--- src/rtl/nibbler_pkg.sv ---
// Shared Nibbler definitions: opcode, ALU op and sequencer state encodings.
// Used by the sequencer, its decoder and the datapath decoder.
package nibbler_pkg;

  typedef enum logic [3:0] {
    OP_JC   = 4'h0,
    OP_JNC  = 4'h1,
    OP_CMPI = 4'h2,
    OP_CMPM = 4'h3,
    OP_LIT  = 4'h4,
    OP_IN   = 4'h5,
    OP_LD   = 4'h6,
    OP_ST   = 4'h7,
    OP_JZ   = 4'h8,
    OP_JNZ  = 4'h9,
    OP_ADDI = 4'hA,
    OP_ADDM = 4'hB,
    OP_JMP  = 4'hC,
    OP_OUT  = 4'hD,
    OP_NORI = 4'hE,
    OP_NORM = 4'hF
  } opcode_t;

  typedef enum logic [1:0] {
    ALU_PASS = 2'b00,
    ALU_ADD  = 2'b01,
    ALU_NOR  = 2'b10,
    ALU_CMP  = 2'b11
  } alu_op_t;

  typedef enum logic [1:0] {
    ST_HALT   = 2'b00,
    ST_FETCH  = 2'b01,
    ST_FETCH2 = 2'b10,
    ST_EXEC   = 2'b11
  } state_t;

  // Port select 3 on IN/OUT addresses no port.
  localparam logic [1:0] PORT_NONE = 2'b11;

  function automatic logic is_two_byte(input opcode_t op);
    case (op)
      OP_JC, OP_JNC, OP_JZ, OP_JNZ, OP_JMP,
      OP_CMPM, OP_LD, OP_ST, OP_ADDM, OP_NORM: return 1'b1;
      default:                                 return 1'b0;
    endcase
  endfunction

endpackage

--- src/rtl/nibbler_decode.sv ---
// Combinational opcode decoder: EXEC-cycle strobes and conditional jump resolution.
// Every output is forced low outside EXEC.
module nibbler_decode
  import nibbler_pkg::*;
(
  input  state_t     state,
  input  opcode_t    opcode,
  input  logic [1:0] port_sel,
  input  logic       carry_in,
  input  logic       zero_in,
  output alu_op_t    alu_op,
  output logic       alu_src_mem,
  output logic       acc_we,
  output logic       flags_we,
  output logic       ram_we,
  output logic       in_re,
  output logic       out_we,
  output logic       jump_taken
);

  always_comb begin
    alu_op      = ALU_PASS;
    alu_src_mem = 1'b0;
    acc_we      = 1'b0;
    flags_we    = 1'b0;
    ram_we      = 1'b0;
    in_re       = 1'b0;
    out_we      = 1'b0;
    jump_taken  = 1'b0;
    if (state == ST_EXEC) begin
      case (opcode)
        OP_JC:   jump_taken = carry_in;
        OP_JNC:  jump_taken = ~carry_in;
        OP_JZ:   jump_taken = zero_in;
        OP_JNZ:  jump_taken = ~zero_in;
        OP_JMP:  jump_taken = 1'b1;
        OP_CMPI: begin alu_op = ALU_CMP; flags_we = 1'b1; end
        OP_CMPM: begin alu_op = ALU_CMP; alu_src_mem = 1'b1; flags_we = 1'b1; end
        OP_LIT:  acc_we = 1'b1;
        OP_LD:   begin alu_src_mem = 1'b1; acc_we = 1'b1; end
        OP_ST:   ram_we = 1'b1;
        OP_IN:   in_re  = (port_sel != PORT_NONE);
        OP_OUT:  out_we = (port_sel != PORT_NONE);
        OP_ADDI: begin alu_op = ALU_ADD; acc_we = 1'b1; flags_we = 1'b1; end
        OP_ADDM: begin alu_op = ALU_ADD; alu_src_mem = 1'b1; acc_we = 1'b1; flags_we = 1'b1; end
        OP_NORI: begin alu_op = ALU_NOR; acc_we = 1'b1; flags_we = 1'b1; end
        OP_NORM: begin alu_op = ALU_NOR; alu_src_mem = 1'b1; acc_we = 1'b1; flags_we = 1'b1; end
        default: ;
      endcase
    end
  end

endmodule

--- src/rtl/nibbler_sequencer.sv ---
// Nibbler fetch/execute control: PC, instruction latch and HALT/FETCH/FETCH2/EXEC FSM.
// Optional single-step input enabled by defining NIBBLER_SEQ_STEP_EN.
module nibbler_sequencer
  import nibbler_pkg::*;
#(
  parameter logic [11:0] RESET_PC = 12'h000
) (
  input  logic        clk,
  input  logic        reset,
  input  logic        run_en,
`ifdef NIBBLER_SEQ_STEP_EN
  input  logic        step,
`endif
  input  logic [7:0]  rom_data,
  input  logic        carry_in,
  input  logic        zero_in,
  output logic [11:0] rom_addr,
  output logic [3:0]  opcode,
  output logic [3:0]  imm,
  output logic [11:0] mem_addr,
  output logic [1:0]  alu_op,
  output logic        alu_src_mem,
  output logic        acc_we,
  output logic        flags_we,
  output logic        ram_we,
  output logic        in_re,
  output logic        out_we,
  output logic [1:0]  state,
  output logic        halted
);

  state_t      state_q, state_d;
  logic [11:0] pc_q, pc_d;
  opcode_t     op_q, op_d;
  logic [3:0]  imm_q, imm_d;
  logic [7:0]  lo_q, lo_d;
  alu_op_t     alu_op_w;
  logic        jump_taken;
  logic        start;

`ifdef NIBBLER_SEQ_STEP_EN
  logic step_r, step_d;

  always_ff @(posedge clk or negedge reset) begin
    if (!reset) begin
      step_r <= 1'b0;
      step_d <= 1'b0;
    end else begin
      step_r <= step;
      step_d <= step_r;
    end
  end

  // A stepped instruction needs no extra state: EXEC returns to HALT while run_en is low.
  assign start = run_en | (step_r & ~step_d);
`else
  assign start = run_en;
`endif

  always_ff @(posedge clk or negedge reset) begin
    if (!reset) begin
      state_q <= ST_HALT;
      pc_q    <= RESET_PC;
      op_q    <= OP_JC;
      imm_q   <= '0;
      lo_q    <= '0;
    end else begin
      state_q <= state_d;
      pc_q    <= pc_d;
      op_q    <= op_d;
      imm_q   <= imm_d;
      lo_q    <= lo_d;
    end
  end

  always_comb begin
    state_d = state_q;
    pc_d    = pc_q;
    op_d    = op_q;
    imm_d   = imm_q;
    lo_d    = lo_q;
    case (state_q)
      ST_HALT: begin
        if (start) state_d = ST_FETCH;
      end
      ST_FETCH: begin
        op_d    = opcode_t'(rom_data[7:4]);
        imm_d   = rom_data[3:0];
        pc_d    = pc_q + 12'd1;
        state_d = is_two_byte(opcode_t'(rom_data[7:4])) ? ST_FETCH2 : ST_EXEC;
      end
      ST_FETCH2: begin
        lo_d    = rom_data;
        pc_d    = pc_q + 12'd1;
        state_d = ST_EXEC;
      end
      ST_EXEC: begin
        if (jump_taken) pc_d = {imm_q, lo_q};
        state_d = run_en ? ST_FETCH : ST_HALT;
      end
      default: state_d = ST_HALT;
    endcase
  end

  nibbler_decode u_decode (
    .state       (state_q),
    .opcode      (op_q),
    .port_sel    (imm_q[1:0]),
    .carry_in    (carry_in),
    .zero_in     (zero_in),
    .alu_op      (alu_op_w),
    .alu_src_mem (alu_src_mem),
    .acc_we      (acc_we),
    .flags_we    (flags_we),
    .ram_we      (ram_we),
    .in_re       (in_re),
    .out_we      (out_we),
    .jump_taken  (jump_taken)
  );

  assign alu_op   = alu_op_w;
  assign rom_addr = pc_q;
  assign opcode   = op_q;
  assign imm      = imm_q;
  assign mem_addr = {imm_q, lo_q};
  assign state    = state_q;
  assign halted   = (state_q == ST_HALT);

endmodule

--- config.mk ---
export PLATFORM = sky130hd
export DESIGN_NAME = nibbler_sequencer
export DESIGN_NICKNAME = d
export VERILOG_FILES = /design/src/rtl/nibbler_pkg.sv /design/src/rtl/nibbler_decode.sv /design/src/rtl/nibbler_sequencer.sv
export SDC_FILE = /design/constraint.sdc
export NUM_CORES = 1
export LEC_CHECK = 0
export CORE_ASPECT_RATIO = 1.2
export CORE_MARGIN = 1.5
export CORE_UTILIZATION = 42
export CTS_BUF_LIST = sky130_fd_sc_hd__clkbuf_4 sky130_fd_sc_hd__clkbuf_8 sky130_fd_sc_hd__clkbuf_16
export DETAILED_ROUTE_END_ITERATION = 6
export PLACE_DENSITY = 0.86
export SLEW_MARGIN = 15
export SYNTH_ARGS = -nofsm -noshare
export SYNTH_HDL_FRONTEND = slang
export SYNTH_HIERARCHICAL = 1
export SYNTH_SLANG_ARGS = --single-unit
--- constraint.sdc ---
create_clock -name clk -period 2.1 [get_ports clk]
set_input_delay 0.42 -clock clk [delete_from_list [all_inputs] [get_ports clk]]
set_output_delay 0.42 -clock clk [all_outputs]
set_load 0.1 [all_outputs]
Word-level counts from Yosys, hierarchy flattened
Memory sizes are Yosys's and may differ from the RTL's.
Index checks and enable logic that the tools add are counted.
Operators by class
  reductions and logical operators: 11
  add/subtract/negate cells: 1
  mux-type cells: 23
  eq/ne operators: 21
  bitwise gates (word level): 2
Operators with widths (count)
  equality test 4 bit (second input constant): 8
  one-hot mux 12 bit (2 select lines): 1
  equality test 4 x 3 -> 1 bit (second input constant): 4
  2-to-1 mux 1 bit: 16
  adder 12 x 1 -> 12 bit (second input constant): 1
  2-to-1 mux 12 bit: 1
  OR reduction 6 bit: 2
  equality test 4 x 2 -> 1 bit (second input constant): 2
  one-hot mux 2 bit (4 select lines): 1
  OR reduction 2 bit: 4
  != test 2 bit (second input constant): 3
  one-hot mux 2 bit (3 select lines): 1
  one-hot mux 1 bit (5 select lines): 1
  equality test 2 bit (second input constant): 2
  equality test 4 x 1 -> 1 bit (second input constant): 1
  zero test 4 bit: 1
  2-to-1 mux 2 bit: 2
  OR reduction 4 bit: 1
  equality test 2 x 1 -> 1 bit (second input constant): 1
  zero test 2 bit: 1
  NOT 1 bit: 2
  AND reduction 2 bit: 1
  nonzero test 2 bit: 1
Storage, ports and cells
  bits of input ports: 13
  flip-flop bits (word level): 30
  ROM bits: 16
  logic and storage cells: 64
  output and inout bits: 43
  memories kept: 1
Memories
  (no name shown): depth 16, width 1, rd ports 1, clocked after Yosys merged registers in 0, wr ports 0, RTL line nibbler_pkg.sv:42  | case (op)

Longest topological paths before layout
Gate-level depths: netlist (run 1).
  word-level depth: 5
  depth in mapped cells: 8
  depth with buffers taken out: 7

Hierarchy
Netlist (run 1), hierarchy kept.
By module, submodules not included
  nibbler_sequencer: cells each 148, seq. area each 750.7 µm², area each 1629.1 µm², times used 1
  nibbler_decode: cells each 24, seq. area each 0.0 µm², area each 146.4 µm², times used 1

Least setup slack after synthesis (run 1)
OpenSTA, ideal clock, no wires.
  path type: reg2out
  start point: register state_q[0] (netlist: state[0])
  end point: output port alu_op[1]
  required time: 1.680 ns
  path buffers: 0
  cell stages (with the launch flop): 3
  data arrival time: 3.539 ns
  path slack: -1.859 ns
  cells stage by stage: dfrtp_1 -> nand3_1 -> nor3b_1
On the way
  word-level cells in the longest chain between the ends: 2
RTL lines
  start, declared: RTL line nibbler_sequencer.sv:32  | state_t state_q, state_d;
  start signal, assigned: RTL line nibbler_sequencer.sv:68  | state_q <= state_d;
  equality test 2 bit: RTL line nibbler_decode.sv:30  | if (state == ST_EXEC) begin
  2-to-1 mux 2 bit: RTL line nibbler_decode.sv:30
  end, declared: RTL line nibbler_sequencer.sv:21  | output logic [1:0] alu_op,
Every way passes these cells.

Worst setup path after layout (run 1)
  start point: register op_q[1] (netlist: opcode[1])
  end point: output port in_re
On the way
  word-level cells in the longest chain between the ends: 3
RTL lines
  start, declared: RTL line nibbler_sequencer.sv:34  | opcode_t op_q, op_d;
  start signal, assigned: RTL line nibbler_sequencer.sv:70  | op_q <= op_d;
  equality test 4 x 3 -> 1 bit: RTL line nibbler_decode.sv:31  | case (opcode)
  2-to-1 mux 1 bit: RTL line nibbler_decode.sv:31
  2-to-1 mux 1 bit: RTL line nibbler_decode.sv:30
  end, declared: RTL line nibbler_sequencer.sv:26  | output logic in_re,
Every way passes these cells.

==> run_results.csv, run 1 <==
group,metric,value,unit
yosys,ys_top_cells_by_area,"dfrtp_1 (42%), mux2_2 (13%), ha_1 (4.9%), nor2_1 (3.0%), nand2_1 (2.5%)",
yosys,syn_inst,172,
timing,worst_slew_pin_slew,0.5842,ns
floorplan,rows,25,
yosys,synth_edf_count,0,
critical_path,crit_fanout,6,
place,dpl.hpwl,3319,um
timing,hold_viol_final,0,
yosys,synth_cell_type_count,40,
drt,drt_iter0_markers,70,
timing,finalSetupViolCount,0,
clocking,cts_made_buffers,5,
place,gp_congestion,0.8512,
drt,firstDrtPassIters,4,
yosys,synth_largest_area_cell,"dfrtp_1",
final_layout,nets,255,
final_layout,n_fill_cell,321,
grt,grt_pass1_vias,1511,
timing,period_needed,2.055,ns
clocking,clock-sinks,30,
timing,slew_viol_final,0,
final_layout,syn_to_final_growth,50.18,%
final_layout,layout_common_cells,"buf_4 (46), dfrtp_1 (20), mux2_2 (18)",
drt,wl_per_cell,15.90,um
floorplan,dieArea,4628,um^2
grt,grt_overflow,0,
timing,rsz0062_at_grt,"false",
clocking,cts_tree,"built",
yosys,async_flop_share,100.0,%
timing,fin_crit_sh,97.85,%
yosys,avgSynthCellArea,10.32,um^2
final_layout,antenna_cells,0,
run,max_cap_violations,0,
yosys,seq_area_frac_synth,42.28,%
clocking,htreeDepth,2,
min_path,hp-class,"reg -> reg",
floorplan,die_h,74.22,um
place,place_ws,-0.1927,ns
floorplan,initial_core_util,44.34,%
floorplan,io_pins,56,
run_status,status,"finished, final reports clean",
yosys,synth_fp_nets,192,
place,io_buffers,55,
critical_path,cp_data_required_time,1.68,ns
clocking,path_clk_slew,0.07,ns
timing,timing.slew.headroom,61.05,%
grt,grt_pass1_wl,7507,um
grt,grt_max_degree,31,
timing,skew,0.006810,ns
yosys,yosys.area.top_type_share,42.28,%
drt,drc,0,
yosys,yosys_register_bits,30,
final_layout,utilization,66.59,%
grt,grtUsageTotal,20.83,%
clocking,cts_root_buf,"clkbuf_8",
drt,ant_nets,0,
critical_path,end_kind,"primary output",
yosys,synthFlopType,"dfrtp_1",
timing,clock.fmax,486.6,MHz
floorplan,core_area,4004,um^2
yosys,syn-cell-area,1775,um^2
floorplan,dieWidth,62.35,um
clocking,cts.path.max_buffers,2,
grt,antenna_found_initial,0,
final_layout,final_common_cell,"buf_4",
critical_path,path_class,"reg -> out",
timing,worst_slack,0.04505,ns
critical_path,crit_path_start_kind,"flop",
drt,routed_wl,4610,um
drt,post_drt_via_cell_ratio,5.403,
critical_path,critPathArrivalTime,1.63,ns
drt,vias,1567,
final_layout,drive_gt1_share,49.15,%
yosys,ys_warn_count,6,
clocking,clk_latency,0.28,ns
## final timing paths
path / startpoint / to / slack, ns / cells past startpoint
max: opcode[1] / in_re / 0.05 / 4
min: lo_q[3] / rom_addr[3] / 0.52 / 2
max reg2reg: opcode[3] / rom_addr[11] / 0.08 / 5
min reg2reg: lo_q[3] / rom_addr[3] / 0.52 / 2
max in group asynchronous: reset / opcode[3] / 1.26 / 2
min in group asynchronous: reset / state[0] / 0.53 / 2
## final cells by class
class | instances | area [um^2] | area share (%)
Timing Repair Buffer | 67 | 645.6 | 24.21
Inverter | 9 | 33.78 | 1.267
Sequential cell | 30 | 778.2 | 29.19
Multi-Input combinational cell | 122 | 1046 | 39.23
Clock inverter | 1 | 5.005 | 0.1877
Tap cell | 54 | 67.56 | 2.534
Clock buffer | 7 | 90.09 | 3.379
## worst max-delay path, cell delays in order (launching register included)
cell,delay [ns]
dfrtp_4,0.52
nand2b_4,0.17
a211o_4,0.34
nor2b_4,0.14
buf_12,0.18
## layer usage
layer	vias to the layer above	track usage, %	routed length (um)	share of wire, %
li1	749	-	-	-
met1	767	25.34	1953	42
met2	46	36.96	2387	52
met3	5	4.841	211	4.6
met4	0	7.407	57	1.2
met5	-	0	0	0
## cells in the mapped netlist, drive strengths merged (4+ instances only)
library cell	count
dfrtp	30
mux2	21
nor2	14
nand2	12
buf	9
inv	9
a21oi	7
ha	7
nor3	7
nand2b	6
a211oi	4
mux2i	4
nand4	4
o21ai	4
## flip-flops by register name (all words and copies together), names as in the netlist
name and count:
rom_addr 12, lo_q 8, imm 4, opcode 4, state 2
## cells by family (layout without fill, tap and decap cells)
group	Yosys count	after routing	synth area share [%]
AO/OA/AOI/OAI	33	33	14.80
XOR/XNOR	1	1	0.4934
adder cells (fa/ha/maj)	7	7	4.933
buffers and inverters	20	84	5.568
flip-flops	30	30	42.28
multiplexers	25	25	15.79
AND/OR/NAND/NOR	56	56	16.14
## through the flow
stage	hold slack, ns	setup TNS, ns	cell area [um^2]	std cells
detailed placement	0.5104	-1.113	2532	280
finish	0.5205	0	2666	290
global placement	0.5084	-0.6201	2532	280
CTS	0.5238	0	2633	288
floorplan	0.1244	-0.1936	1902	172
global route	0.5515	0	2666	290
## timing repair
item                                    CTS  global route
cloned                                    0             0
resized for setup                         1             5
pin swaps                                 0             1
endpoints found under the setup margin    2             8
buffers inserted                          0             2
hold buffers                              0             0
Power of run 1 is left out: the tool's default activity adds up to more than one toggle a clock period on the data nets, which glitch-free logic cannot reach.
==> run 2, diff against run 1 <==
Settings changed: PLACE_DENSITY 0.86 to 0.76.
==> run 2 against run 1 <==
Compared with the run above:
- clock-buffer cell count up 1
- sequential cell count unchanged
- wire length fell by 6.1%
- final cell count is 0.34% lower
- final area decreased by 1.1%
- sequential share of layout area up 0.33 points
- clock skew is essentially flat
- non-clock buffer count is 1 lower
- worst hold slack gained 0.0010 ns
- die area unchanged
- worst setup slack improved by 0.0048 ns
- critical endpoint unchanged
==> run_results.csv, run 2 (synthesis results as in run 1) <==
group,metric,value,unit
critical_path,crit_fanout,6,
clocking,cts_root_buf,"clkbuf_8",
min_path,hp-class,"reg -> reg",
final_layout,drive_gt1_share,47.66,%
critical_path,critPathArrivalTime,1.63,ns
final_layout,ff_latch_area,778.2,um^2
grt,antenna_found_initial,0,
critical_path,rrSetupSlack,0.11,ns
min_path,min_path_cells,2,
timing,worst_slew_pin_slew,0.5640,ns
floorplan,io_pins,56,
critical_path,cp_top_family,"flip-flops",
drt,wl_per_cell,14.97,um
min_path,hold_start,"lo_q[3]",
critical_path,reg2reg_from,"opcode[3]",
floorplan,rows,25,
timing,fin_crit_sh,97.62,%
clocking,path_clk_slew,0.06,ns
min_path,whs_endpoint,"rom_addr[3]",
clocking,cts.path.max_buffers,2,
grt,grt_overflow,0,
timing,period_needed,2.050,ns
critical_path,path_class,"reg -> out",
timing,clock.fmax,487.8,MHz
final_layout,nets,254,
drt,vias,1572,
critical_path,rr_worst_depth,5,
critical_path,crit_buf_inv,1,
clocking,clock-sinks,30,
run,max_cap_violations,0,
grt,grtUsageTotal,19.07,%
timing,slew_viol_final,0,
drt,drc,0,
clocking,cts_made_buffers,5,
drt,firstDrtPassIters,4,
drt,routed_wl,4327,um
final_layout,largest_reg_flops,12,
clocking,post_cts_buffers,0,
place,gp_congestion,0.8316,
grt,grt_pass1_vias,1440,
final_layout,syn_to_final_growth,48.48,%
floorplan,dieArea,4628,um^2
grt,grt_max_degree,31,
critical_path,critPathMaxStageDelay,0.52,ns
final_layout,multi_input_area,1027,um^2
floorplan,core_area,4004,um^2
clocking,htreeDepth,2,
drt,post_drt_via_cell_ratio,5.439,
final_layout,utilization,65.84,%
drt,ant_nets,0,
critical_path,path_cells,"nand2b_1 -> a211o_1 -> nor2b_4 -> buf_12",
critical_path,cp_data_required_time,1.68,ns
place,dpl.hpwl,3293,um
floorplan,dieWidth,62.35,um
run_status,status,"finished, final reports clean",
clocking,cts_hold_buf,0,
clocking,cts_tree,"built",
timing,hold_viol_final,0,
final_layout,antenna_cells,0,
timing,rsz0062_at_grt,"false",
floorplan,die_h,74.22,um
timing,skew,0.006790,ns
clocking,cts_resized,1,
critical_path,r2r_end,"rom_addr[11]",
critical_path,end_kind,"primary output",
clocking,clk_latency,0.28,ns
final_layout,final_common_cell,"buf_4",
final_layout,layout_common_cells,"buf_4 (45), dfrtp_1 (20), mux2_2 (18)",
grt,grt_pass1_wl,6851,um
timing,timing.slew.headroom,62.40,%
critical_path,crit_slowest_cell,"dfrtp_4",
critical_path,crit_path_start_kind,"flop",
timing,finalSetupViolCount,0,
place,io_buffers,55,
timing,fin_tns_setup,0,ns
final_layout,n_fill_cell,342,
drt,drt_iter0_markers,56,
floorplan,initial_core_util,44.34,%
## run 2: how the worst max path moves through the flow
stage                    from            to  slack, ns  cells past startpoint
detailed placement   carry_in  rom_addr[11]      -0.16                      6
finish              opcode[1]         in_re       0.05                      4
CTS                 opcode[1]         in_re       0.04                      4
global placement     carry_in  rom_addr[11]      -0.13                      6
global route        opcode[1]         in_re      0.004                      4
floorplan           opcode[2]        acc_we      -0.07                      3
## run 2: worst register-to-register path, cell delays in order (launching register included)
cell and delay, ns:
dfrtp_4 0.55, mux2_4 0.32, a221oi_2 0.23, buf_4 0.17, mux2_4 0.29, a221o_1 0.31
## run 2: area by class of cell
type                    instances  share of cell area [%]
flip-flops and latches         30                   29.52
well taps                      54                   2.563
clock buffers                   8                   3.465
repair buffers                 66                   24.21
multi-input cells             122                   38.97
inverters                       9                   1.281
## run 2: metrics by stage
step	hold slack (ns)	worst slack, ns	std cells	area [um^2]
final	0.5215	0.04988	289	2636
after global routing	0.5639	0.004437	289	2636
after detailed placement	0.5156	-0.1629	281	2540
after global placement	0.5098	-0.1294	281	2540
after floorplan	0.1244	-0.06743	172	1902
after CTS	0.5307	0.04254	289	2636
## run 2: routing by layer
layer | vias to the layer above | track usage, % | part of all wire, %
met5 | - | 0 | 0
met4 | 0 | 7.160 | 1.5
met3 | 8 | 3.328 | 4.0
met2 | 40 | 34.18 | 51
met1 | 779 | 23.48 | 43
li1 | 745 | - | -
Power of run 2 is left out for the same reason.
